File: config.mk
export PLATFORM = sky130hd
export DESIGN_NAME = ucca_violation_ctrl_flat
export DESIGN_NICKNAME = d
export VERILOG_FILES = /design/src/rtl/ucca_pkg.sv /design/src/rtl/ucca_violation_ctrl_if.sv /design/src/rtl/ucca_viol_regs.sv /design/src/rtl/ucca_violation_ctrl.sv /design/src/flat_wrapper.sv
export SDC_FILE = /design/constraint.sdc
export NUM_CORES = 1
export LEC_CHECK = 0
export BUFFER_PORTS_ARGS = -buffer_cell sky130_fd_sc_hd__buf_2
export CELL_PAD_IN_SITES_DETAIL_PLACEMENT = 1
export CELL_PAD_IN_SITES_GLOBAL_PLACEMENT = 1
export CORE_ASPECT_RATIO = 1.4
export CORE_MARGIN = 3
export CORE_UTILIZATION = 39
export DETAILED_ROUTE_END_ITERATION = 7
export GPL_ROUTABILITY_DRIVEN = 0
export PLACE_DENSITY_LB_ADDON = 0.2
export SLEW_MARGIN = 40
export SYNTH_ARGS = -nofsm -noshare
export SYNTH_HDL_FRONTEND = slang
export SYNTH_HIERARCHICAL = 1
export SYNTH_SLANG_ARGS = --single-unit
File: constraint.sdc
create_clock -name clk -period 3.2 [get_ports clk]
set_clock_uncertainty 0.15 [all_clocks]
set_input_delay 0.16 -clock clk [delete_from_list [all_inputs] [get_ports clk]]
set_output_delay 0.16 -clock clk [all_outputs]
set_load 0.03 [all_outputs]
File: src/rtl/ucca_pkg.sv
// ----------------------------------------------------------------------------
// ucca_pkg
// Shared definitions for the UCCA violation controller: FSM state encoding,
// register window offsets, STATUS bit positions and the saturating episode
// counter helper.
// ----------------------------------------------------------------------------
package ucca_pkg;

    typedef enum logic [1:0] {
        IDLE  = 2'd0,
        HOLD  = 2'd1,
        DRAIN = 2'd2
    } state_t;

    // Byte offsets of the 16-bit registers inside the window.
    localparam logic [15:0] STATUS_OFF     = 16'd0;
    localparam logic [15:0] VIOL_PC_OFF    = 16'd2;
    localparam logic [15:0] VIOL_COUNT_OFF = 16'd4;

    // STATUS bit layout. Bits above STATUS_BITS-1 always read as zero.
    localparam int STATUS_STACK_BIT  = 0;
    localparam int STATUS_RETURN_BIT = 1;
    localparam int STATUS_OVF_BIT    = 2;
    localparam int STATUS_BITS       = 3;

    localparam logic [15:0] COUNT_MAX = 16'hFFFF;

    // Episode counter increment that sticks at the maximum value.
    function automatic logic [15:0] sat_inc(input logic [15:0] value);
        return (value == COUNT_MAX) ? value : value + 16'd1;
    endfunction

endpackage

File: src/rtl/ucca_violation_ctrl_if.sv
// ----------------------------------------------------------------------------
// ucca_violation_ctrl_if
// Peripheral data bus used to reach the violation record window.
//   data_en   access strobe
//   data_wr   write qualifier (0 = read)
//   data_addr byte address (bit 0 ignored by the slave)
//   data_din  write data
//   data_dout registered read data, zero when no read hit the window
// ----------------------------------------------------------------------------
interface ucca_violation_ctrl_if;

    logic        data_en;
    logic        data_wr;
    logic [15:0] data_addr;
    logic [15:0] data_din;
    logic [15:0] data_dout;

    modport master (
        output data_en,
        output data_wr,
        output data_addr,
        output data_din,
        input  data_dout
    );

    modport slave (
        input  data_en,
        input  data_wr,
        input  data_addr,
        input  data_din,
        output data_dout
    );

endinterface

File: src/rtl/ucca_viol_regs.sv
// ----------------------------------------------------------------------------
// ucca_viol_regs
// Sticky violation record registers and their bus window.
//   clk, srst        clock and synchronous active-high reset
//   bus              peripheral data bus (slave side)
//   outside_ucc      pc is outside the UCC region; writes are only honoured then
//   is_idle          controller FSM is in IDLE; writes are only honoured then
//   episode_start    a new violation episode begins on this edge
//   stack_reset,
//   return_reset     raw violation request lines, ORed into the cause bits
//   pc               program counter captured at episode start
//   viol_cause       live sticky cause bits {return, stack}
// Registers: STATUS (W1C on [2:0]), VIOL_PC (read-only), VIOL_COUNT
// (any write clears, saturating increment per episode).
// ----------------------------------------------------------------------------
module ucca_viol_regs
    import ucca_pkg::*;
#(
    parameter logic [15:0] CONF_BASE = 16'h0170
) (
    input  logic                        clk,
    input  logic                        srst,
    ucca_violation_ctrl_if.slave        bus,
    input  logic                        outside_ucc,
    input  logic                        is_idle,
    input  logic                        episode_start,
    input  logic                        stack_reset,
    input  logic                        return_reset,
    input  logic [15:0]                 pc,
    output logic [1:0]                  viol_cause
);

    logic [STATUS_BITS-1:0] status_reg;
    logic [STATUS_BITS-1:0] status_next;
    logic [STATUS_BITS-1:0] set_vec;
    logic [STATUS_BITS-1:0] clr_vec;
    logic [15:0]            pc_reg;
    logic [15:0]            pc_next;
    logic [15:0]            count_reg;
    logic [15:0]            count_next;
    logic [15:0]            count_base;
    logic [15:0]            dout_reg;
    logic [15:0]            dout_next;

    logic [15:0] word_addr;
    logic        hit_status;
    logic        hit_pc;
    logic        hit_count;
    logic        rd_ok;
    logic        wr_ok;
    logic        wr_status;
    logic        wr_count;
    logic        unused_bits;

    // Address bit 0 is ignored so byte and word addresses decode alike.
    assign word_addr  = {bus.data_addr[15:1], 1'b0};
    assign hit_status = (word_addr == CONF_BASE + STATUS_OFF);
    assign hit_pc     = (word_addr == CONF_BASE + VIOL_PC_OFF);
    assign hit_count  = (word_addr == CONF_BASE + VIOL_COUNT_OFF);

    assign rd_ok = bus.data_en & ~bus.data_wr;
    // Code running inside the UCC, or an episode in progress, must not be
    // able to wipe the evidence.
    assign wr_ok     = bus.data_en & bus.data_wr & outside_ucc & is_idle;
    assign wr_status = wr_ok & hit_status;
    assign wr_count  = wr_ok & hit_count;

    assign unused_bits = ^{bus.data_din[15:STATUS_BITS], bus.data_addr[0]};

    // Set sources; an episode that sets a bit beats a same-cycle W1C.
    always_comb begin
        set_vec                    = '0;
        set_vec[STATUS_STACK_BIT]  = stack_reset;
        set_vec[STATUS_RETURN_BIT] = return_reset;
        set_vec[STATUS_OVF_BIT]    = episode_start & (count_reg == COUNT_MAX);
    end

    assign clr_vec = wr_status ? bus.data_din[STATUS_BITS-1:0] : '0;

    genvar gi;
    generate
        for (gi = 0; gi < STATUS_BITS; gi++) begin : g_status
            assign status_next[gi] = (status_reg[gi] & ~clr_vec[gi]) | set_vec[gi];
        end
    endgenerate

    // A clear and an episode start on the same edge leave the count at 1.
    assign count_base = wr_count ? 16'd0 : count_reg;
    assign count_next = episode_start ? sat_inc(count_base) : count_base;
    assign pc_next    = episode_start ? pc : pc_reg;

    // Read data reflects register contents before this edge's updates.
    always_comb begin
        dout_next = 16'd0;
        if (rd_ok) begin
            if (hit_status) begin
                dout_next = {{(16 - STATUS_BITS){1'b0}}, status_reg};
            end else if (hit_pc) begin
                dout_next = pc_reg;
            end else if (hit_count) begin
                dout_next = count_reg;
            end
        end
    end

    always_ff @(posedge clk) begin
        if (srst) begin
            status_reg <= '0;
            pc_reg     <= 16'd0;
            count_reg  <= 16'd0;
            dout_reg   <= 16'd0;
        end else begin
            status_reg <= status_next;
            pc_reg     <= pc_next;
            count_reg  <= count_next;
            dout_reg   <= dout_next;
        end
    end

    assign bus.data_dout = dout_reg;
    assign viol_cause    = status_reg[STATUS_RETURN_BIT:STATUS_STACK_BIT];

endmodule

File: src/rtl/ucca_violation_ctrl.sv
// ----------------------------------------------------------------------------
// ucca_violation_ctrl
// Turns UCCA monitor violation requests into fixed-length core reset pulses
// and keeps sticky records (cause, PC, episode count) that survive the pulse.
//   clk           system clock
//   system_reset  power-on reset, synchronous active-high (only reset here)
//   stack_reset   violation request, stack protection monitor (level)
//   return_reset  violation request, return integrity monitor (level)
//   pc            current program counter
//   outside_ucc   pc is outside the UCC region
//   bus           peripheral data bus (slave) for the record window
//   reset         core reset request, HOLD_CYCLES cycles per episode
//   viol_cause    live sticky cause bits {return, stack}
//   in_hold       high while the reset pulse is being held
// ----------------------------------------------------------------------------
module ucca_violation_ctrl
    import ucca_pkg::*;
#(
    parameter int          HOLD_CYCLES = 4,
    parameter logic [15:0] CONF_BASE   = 16'h0170
) (
    input  logic                 clk,
    input  logic                 system_reset,
    input  logic                 stack_reset,
    input  logic                 return_reset,
    input  logic [15:0]          pc,
    input  logic                 outside_ucc,
    ucca_violation_ctrl_if.slave bus,
    output logic                 reset,
    output logic [1:0]           viol_cause,
    output logic                 in_hold
);

    localparam logic [7:0] HOLD_LOAD = 8'(HOLD_CYCLES - 1);

    state_t     state_reg;
    state_t     state_next;
    logic [7:0] cnt_reg;
    logic [7:0] cnt_next;
    logic       reset_reg;
    logic       in_hold_reg;
    logic       viol;
    logic       episode_start;

    assign viol = stack_reset | return_reset;

    // HOLD lasts HOLD_CYCLES cycles (counter HOLD_CYCLES-1 down to 0).
    // DRAIN blocks a stuck request line from retriggering until it drops.
    always_comb begin
        state_next    = state_reg;
        cnt_next      = cnt_reg;
        episode_start = 1'b0;
        case (state_reg)
            IDLE: begin
                if (viol) begin
                    state_next    = HOLD;
                    cnt_next      = HOLD_LOAD;
                    episode_start = 1'b1;
                end
            end
            HOLD: begin
                if (cnt_reg == 8'd0) begin
                    state_next = DRAIN;
                end else begin
                    cnt_next = cnt_reg - 8'd1;
                end
            end
            DRAIN: begin
                if (!viol) begin
                    state_next = IDLE;
                end
            end
            default: begin
                state_next = IDLE;
            end
        endcase
    end

    always_ff @(posedge clk) begin
        if (system_reset) begin
            state_reg   <= IDLE;
            cnt_reg     <= 8'd0;
            reset_reg   <= 1'b0;
            in_hold_reg <= 1'b0;
        end else begin
            state_reg   <= state_next;
            cnt_reg     <= cnt_next;
            reset_reg   <= (state_next == HOLD);
            in_hold_reg <= (state_next == HOLD);
        end
    end

    assign reset   = reset_reg;
    assign in_hold = in_hold_reg;

    ucca_viol_regs #(
        .CONF_BASE(CONF_BASE)
    ) u_regs (
        .clk          (clk),
        .srst         (system_reset),
        .bus          (bus),
        .outside_ucc  (outside_ucc),
        .is_idle      (state_reg == IDLE),
        .episode_start(episode_start),
        .stack_reset  (stack_reset),
        .return_reset (return_reset),
        .pc           (pc),
        .viol_cause   (viol_cause)
    );

endmodule
File: src/flat_wrapper.sv
// flat-port wrapper written by rule: the top's interface ports become plain ports
module ucca_violation_ctrl_flat import ucca_pkg::*;
#(
    parameter int          HOLD_CYCLES = 4,
    parameter logic [15:0] CONF_BASE   = 16'h0170
)
  (clk, system_reset, stack_reset, return_reset, pc, outside_ucc, reset, viol_cause, in_hold, bus_data_en, bus_data_wr, bus_data_addr, bus_data_din, bus_data_dout);
  ucca_violation_ctrl_if bus_i ();
  input  logic clk;
  input  logic system_reset;
  input  logic stack_reset;
  input  logic return_reset;
  input  logic [15:0] pc;
  input  logic outside_ucc;
  output logic reset;
  output logic [1:0] viol_cause;
  output logic in_hold;
  input wire logic [$bits(bus_i.data_en)-1:0] bus_data_en;
  input wire logic [$bits(bus_i.data_wr)-1:0] bus_data_wr;
  input wire logic [$bits(bus_i.data_addr)-1:0] bus_data_addr;
  input wire logic [$bits(bus_i.data_din)-1:0] bus_data_din;
  output wire logic [$bits(bus_i.data_dout)-1:0] bus_data_dout;
  assign bus_i.data_en = bus_data_en;
  assign bus_i.data_wr = bus_data_wr;
  assign bus_i.data_addr = bus_data_addr;
  assign bus_i.data_din = bus_data_din;
  assign bus_data_dout = bus_i.data_dout;
  ucca_violation_ctrl #(.HOLD_CYCLES(HOLD_CYCLES), .CONF_BASE(CONF_BASE)) u_core (.clk(clk), .system_reset(system_reset), .stack_reset(stack_reset), .return_reset(return_reset), .pc(pc), .outside_ucc(outside_ucc), .bus(bus_i), .reset(reset), .viol_cause(viol_cause), .in_hold(in_hold));
endmodule
### Word-level counts from Yosys, hierarchy flattened

Index checks and enable logic that the tools add are counted.

| word-level totals | value |
|---|---|
| memory bits (writable) | 0 |
| memory bits (read-only) | 0 |
| bits in registers | 62 |
| bits of input ports | 55 |
| latch bits | 0 |
| word-level logic and storage cells | 61 |
| memories kept | 0 |
| output and inout port bits | 20 |

| operators by class | value |
|---|---|
| multiplexer cells | 16 |
| equality and inequality tests | 10 |
| multipliers | 0 |
| magnitude comparators | 0 |
| shift operators | 0 |
| reduce and logical (&&, ||, !) cells | 6 |
| bitwise operators | 19 |
| div/mod/pow operators | 0 |
| add/subtract/negate cells | 2 |

Operators by type and width:

| operator | number |
|---|---|
| $mux W16 | 5 |
| $eq A15 B8 Y1 const B | 3 |
| $eq A16 B16 Y1 const B | 2 |
| $add A16 B1 Y16 const B | 1 |
| $mux W8 | 2 |
| $pmux W8 S2 | 1 |
| $and A1 B1 Y1 | 10 |
| $logic_not A8 Y1 | 1 |
| $sub A8 B1 Y8 const B | 1 |
| $mux W2 | 3 |
| $mux W3 | 2 |
| $pmux W2 S3 | 1 |
| $not A1 Y1 | 5 |
| $eq A2 B1 Y1 const B | 2 |
| $or A1 B1 Y1 | 4 |
| $reduce_and A3 Y1 | 1 |
| $reduce_or A3 Y1 | 1 |
| $eq A2 B2 Y1 const B | 1 |
| $logic_not A2 Y1 | 1 |
| $mux W1 | 2 |
| $ne A2 B1 Y1 const B | 1 |
| $ne A2 B2 Y1 const B | 1 |
| $reduce_bool A2 Y1 | 1 |
| $reduce_or A2 Y1 | 1 |

### Depth between registers and ports, before layout

| logic depth | value |
|---|---|
| depth after elaboration | 8 |
| gate-level depth with buffers | 10 |

### Hierarchy

Netlist, hierarchy kept.

By module, submodules not included:

| module | cells each | seq. area each (um^2) | area each (um^2) | times used |
|---|---|---|---|---|
| ucca_viol_regs | 251 | 1021.0 | 2304.7 | 1 |
| ucca_violation_ctrl | 62 | 220.2 | 544.3 | 1 |

### Least setup slack after synthesis

Ideal clock, no wire load.

| timing | value |
|---|---|
| kind | input port to flip-flop |
| start | input port bus_data_addr[9] |
| end | register u_core.u_regs.count_reg[14] |
| setup slack | 256 ps |
| buffers on the path | 1 |
| stages on the path | 10 |
| data arrival time | 2709 ps |
| cell sequence | or4b_4 > or4_4 > buf_6 > o21ai_1 > inv_1 > ha_1 > and4_1 > and2_0 > and4_1 > a211oi_1 |

| on the way | value |
|---|---|
| longest elaborated chain between the ends | 6 |

RTL lines:

| what | line | text |
|---|---|---|
| start: declaration | flat_wrapper.sv:20 | `input wire logic [$bits(bus_i.data_addr)-1:0] bus_data_addr;` |
| $eq A15 B8 Y1 * | ucca_viol_regs.sv:59 | `assign hit_count = (word_addr == CONF_BASE + VIOL_COUNT_OFF);` |
| $and A1 B1 Y1 * | ucca_viol_regs.sv:66 | `assign wr_count = wr_ok & hit_count;` |
| $mux W16 * | ucca_viol_regs.sv:88 | `assign count_base = wr_count ? 16'd0 : count_reg;` |
| $add A16 B1 Y16 or $eq A16 B16 Y1 (tied branches) | ucca_pkg.sv:30 | `return (value == COUNT_MAX) ? value : value + 16'd1;` |
| $mux W16 | ucca_pkg.sv:30 |  |
| $mux W16 * | ucca_viol_regs.sv:89 | `assign count_next = episode_start ? sat_inc(count_base) : count_base;` |
| end signal: assignment | ucca_viol_regs.sv:115 | `count_reg <= count_next;` |
| end: declaration | ucca_viol_regs.sv:39 | `logic [15:0] count_reg;` |

Mark *: on every way between the ends. The rest lies on a longest branch, timed or not.
A chain may end at the register's enable or synchronous reset.

### Final worst setup path

| timing | value |
|---|---|
| start | register u_core.state_reg[0] |
| end | register u_core.u_regs.count_reg[11] |

| on the way | value |
|---|---|
| longest elaborated chain between the ends | 7 |

RTL lines:

| what | line | text |
|---|---|---|
| start: declaration | ucca_violation_ctrl.sv:36 | `state_t state_reg;` |
| start signal: assignment | ucca_violation_ctrl.sv:86 | `state_reg <= state_next;` |
| $logic_not A2 Y1 * | ucca_violation_ctrl.sv:53, ucca_violation_ctrl.sv:103 |  |
| $and A1 B1 Y1 | ucca_viol_regs.sv:64 | `assign wr_ok = bus.data_en & bus.data_wr & outside_ucc & is_idle;` |
| $and A1 B1 Y1 | ucca_viol_regs.sv:66 |  |
| $mux W16 | ucca_viol_regs.sv:88 |  |
| $add A16 B1 Y16 or $eq A16 B16 Y1 (tied branches) | ucca_pkg.sv:30 |  |
| $mux W16 | ucca_pkg.sv:30 |  |
| $mux W16 * | ucca_viol_regs.sv:89 |  |

Marked as above.

==> run summary <==
Outcome: finished, final reports clean
Fill cells: 861
Slew Limit Fails: 0
Die height: 107 um
Pre-antenna DRT Iters: 4
Seq/Total Area, Yosys: 43.6%
Worst skew pair latency: 340 ps
TNS Setup: 0 ps
Gate Count Post-Synth: 313
Post-synth EDFFs: 0
CTS max path bufs: 2
Worst Path Max Fanout: 7
Initial antenna violation count: 0
Drt wl/cell: 16.3 um
Buffer type at the clock tree root: clkbuf_8
Worst hold path class: input pin to flip-flop
Crit Path Category: flip-flop to flip-flop
Boundary pin count: 75
Max-slew headroom: 55.0%
Final setup fails: 0
Hold Slack: 43.1 ps
Largest net degree at the start of global routing: 34
Most frequent cells in the layout: dfxtp_1 (62), buf_2 (60), nor2_1 (42), dlygate4sd3_1 (19), a21oi_1 (19)
Synth async-reset ratio: 0%
GRT Overall Usage: 20.4%
Peak VDD IR: 0.345 mV
Multi-input gate area: 1500 um2
CP Launch Type: flip-flop
Cell family with most CP delay: simple AND/OR/NAND/NOR gates
Post-synth top area share: 43.6%
Max cap viols: 0
Final Hold Vio Count: 0
Overflow left after global routing: 0
Crit share post-route: 85.2%
Highest-delay cell along the critical path: nor4_2
Total number of yosys warnings: 6
Diode count: 0
PD cells: 616 nW/um2
Inserted Clock Buffers: 9
Vias in the first global route: 2899
H-tree levels: 3
Design Area, Final: 3650 um2
Final Critical Period: 2730 ps
Core Footprint: 7030 um2
Most frequent CP cell: nor2_1
Area contributors post-synth: dfxtp_1 (44%), mux2i_1 (5.6%), nor2_1 (5.5%)
Total power: 2.25 mW
Die W: 78.2 um
Crit path buf inv count: 0
Proportion of layout cells with a drive suffix above 1: 25.4%
Post-Route WL: 8.03 mm
Via/cell ratio: 5.49
Finished Core Util: 52.0%
Clock sinks: 62
Post-CTS setup buffer count: 0
Arr. time, crit path: 2780 ps
Mapped Nets: 370
Buffers on Ports: 60
DIE AREA: 8380 um2
Post-DP HPWL: 5.54 mm
Peak Freq: 367 MHz
Netlist cell types: 54
Synthesized cell area: 2850 um2
Drt first-iter violations: 84
Clk slew on worst S/H paths: 70 ps
Layout area overhead: 28.2%
Final net count: 449
Row count: 36
TritonCTS clock tree: done
Primary FF master, synth: dfxtp_1
Crit end category: flip-flop
First-pass GRT wire length: 13.5 mm
Antenna Nets Post-Route: 0
Placed instance area: 3240 um2
Post-synthesis average cell area: 9.10 um2
Leak: 1.45 nW
Residual DRC: 0
Worst Tran Pin Value: 669 ps
FF+latch area: 1240 um2
CP cell instances: nor2_1 > and4_1 > nand2_1 > nor2_1 > nor2b_1 > ha_1 > nand3_1 > nor4_2 > or4_1 > a21oi_1
Commonest non-fill, non-tap cell in the layout: dfxtp_1
RSZ-0062 raised after global routing: false
Synth area leader: dfxtp_1
Yosys reg bits: 62
Initial Utilization: 40.5%
Vias post-DR: 2702
CP max stage delay: 670 ps
WP data required: 3250 ps
worst min-delay path: stages:
cell	delay, ps
buf_2	90
nor2_1	40
nand2_1	120
nor3_1	70
final cells by class:
cell class,instances,area share (%)
Clock buffer,10,3.49
Clock inverter,6,2.36
Inverter,8,0.822
Multi-Input combinational cell,224,41.0
Sequential cell,62,34.0
Tap cell,95,3.25
Timing Repair Buffer,87,15.1
routing by layer:
metal	GRT usage (%)	part of all wire, %	vias to the layer above
li1	-	-	1334
met1	21.9	40	1309
met2	38.8	55	49
met3	4.71	3.8	10
met4	6.75	1.2	0
met5	0	0	-
path summary, 6_finish.rpt:
check / startpoint / end / slack, ps / cells after the start
min reg2reg: u_core/u_regs/status_reg[2]$_SDFF_PP0_ / u_core/u_regs/status_reg[2]$_SDFF_PP0_ / 330 / 2
min: bus_data_wr / u_core/u_regs/bus.data_dout[0]$_SDFF_PP0_ / 40 / 4
max: u_core/state_reg[0]$_SDFF_PP0_ / u_core/u_regs/count_reg[11]$_SDFF_PP0_ / 470 / 10
max reg2reg: u_core/state_reg[0]$_SDFF_PP0_ / u_core/u_regs/count_reg[11]$_SDFF_PP0_ / 470 / 10
per-stage QoR:
stage | worst slack, ps | std cells
3_5_place_dp | 191 | 457
2_1_floorplan | 256 | 313
4_1_cts | 404 | 492
5_1_grt | 171 | 492
6_report | 472 | 492
3_3_place_gp | 231 | 457
power by group:
part	internal, mW	total (mW)	switching [mW]
sequential	0.863	0.942	0.0785
clock	0.437	0.741	0.304
combinational	0.257	0.568	0.311
total	1.56	2.25	0.694
synthesized netlist by cell type, drive strengths merged (6+ instances only):
| master | instances |
|---|---|
| buf | 12 |
| dfxtp | 62 |
| o21ai | 6 |
| nor3 | 11 |
| o31ai | 13 |
| clkbuf | 7 |
| inv | 8 |
| or3 | 8 |
| nor4 | 9 |
| a22oi | 16 |
| mux2i | 16 |
| nand2 | 12 |
| a21oi | 19 |
| or4 | 11 |
| nor2 | 42 |
cells by family (layout without fill, tap and decap cells):
family / Yosys count / count (layout) / synth area share (%)
fa+ha+maj: 2 / 2 / 0.878
mux: 16 / 16 / 5.62
simple gates: 133 / 133 / 27.4
flops: 62 / 62 / 43.6
compound gates: 73 / 73 / 18.1
buf+inv: 27 / 111 / 4.48
what timing repair did:
item	in CTS	in global routing
hold buffers	19	0
gates resized for setup	0	0
hold endpoints to repair	19	0
(Power assumes the default switching activity.)
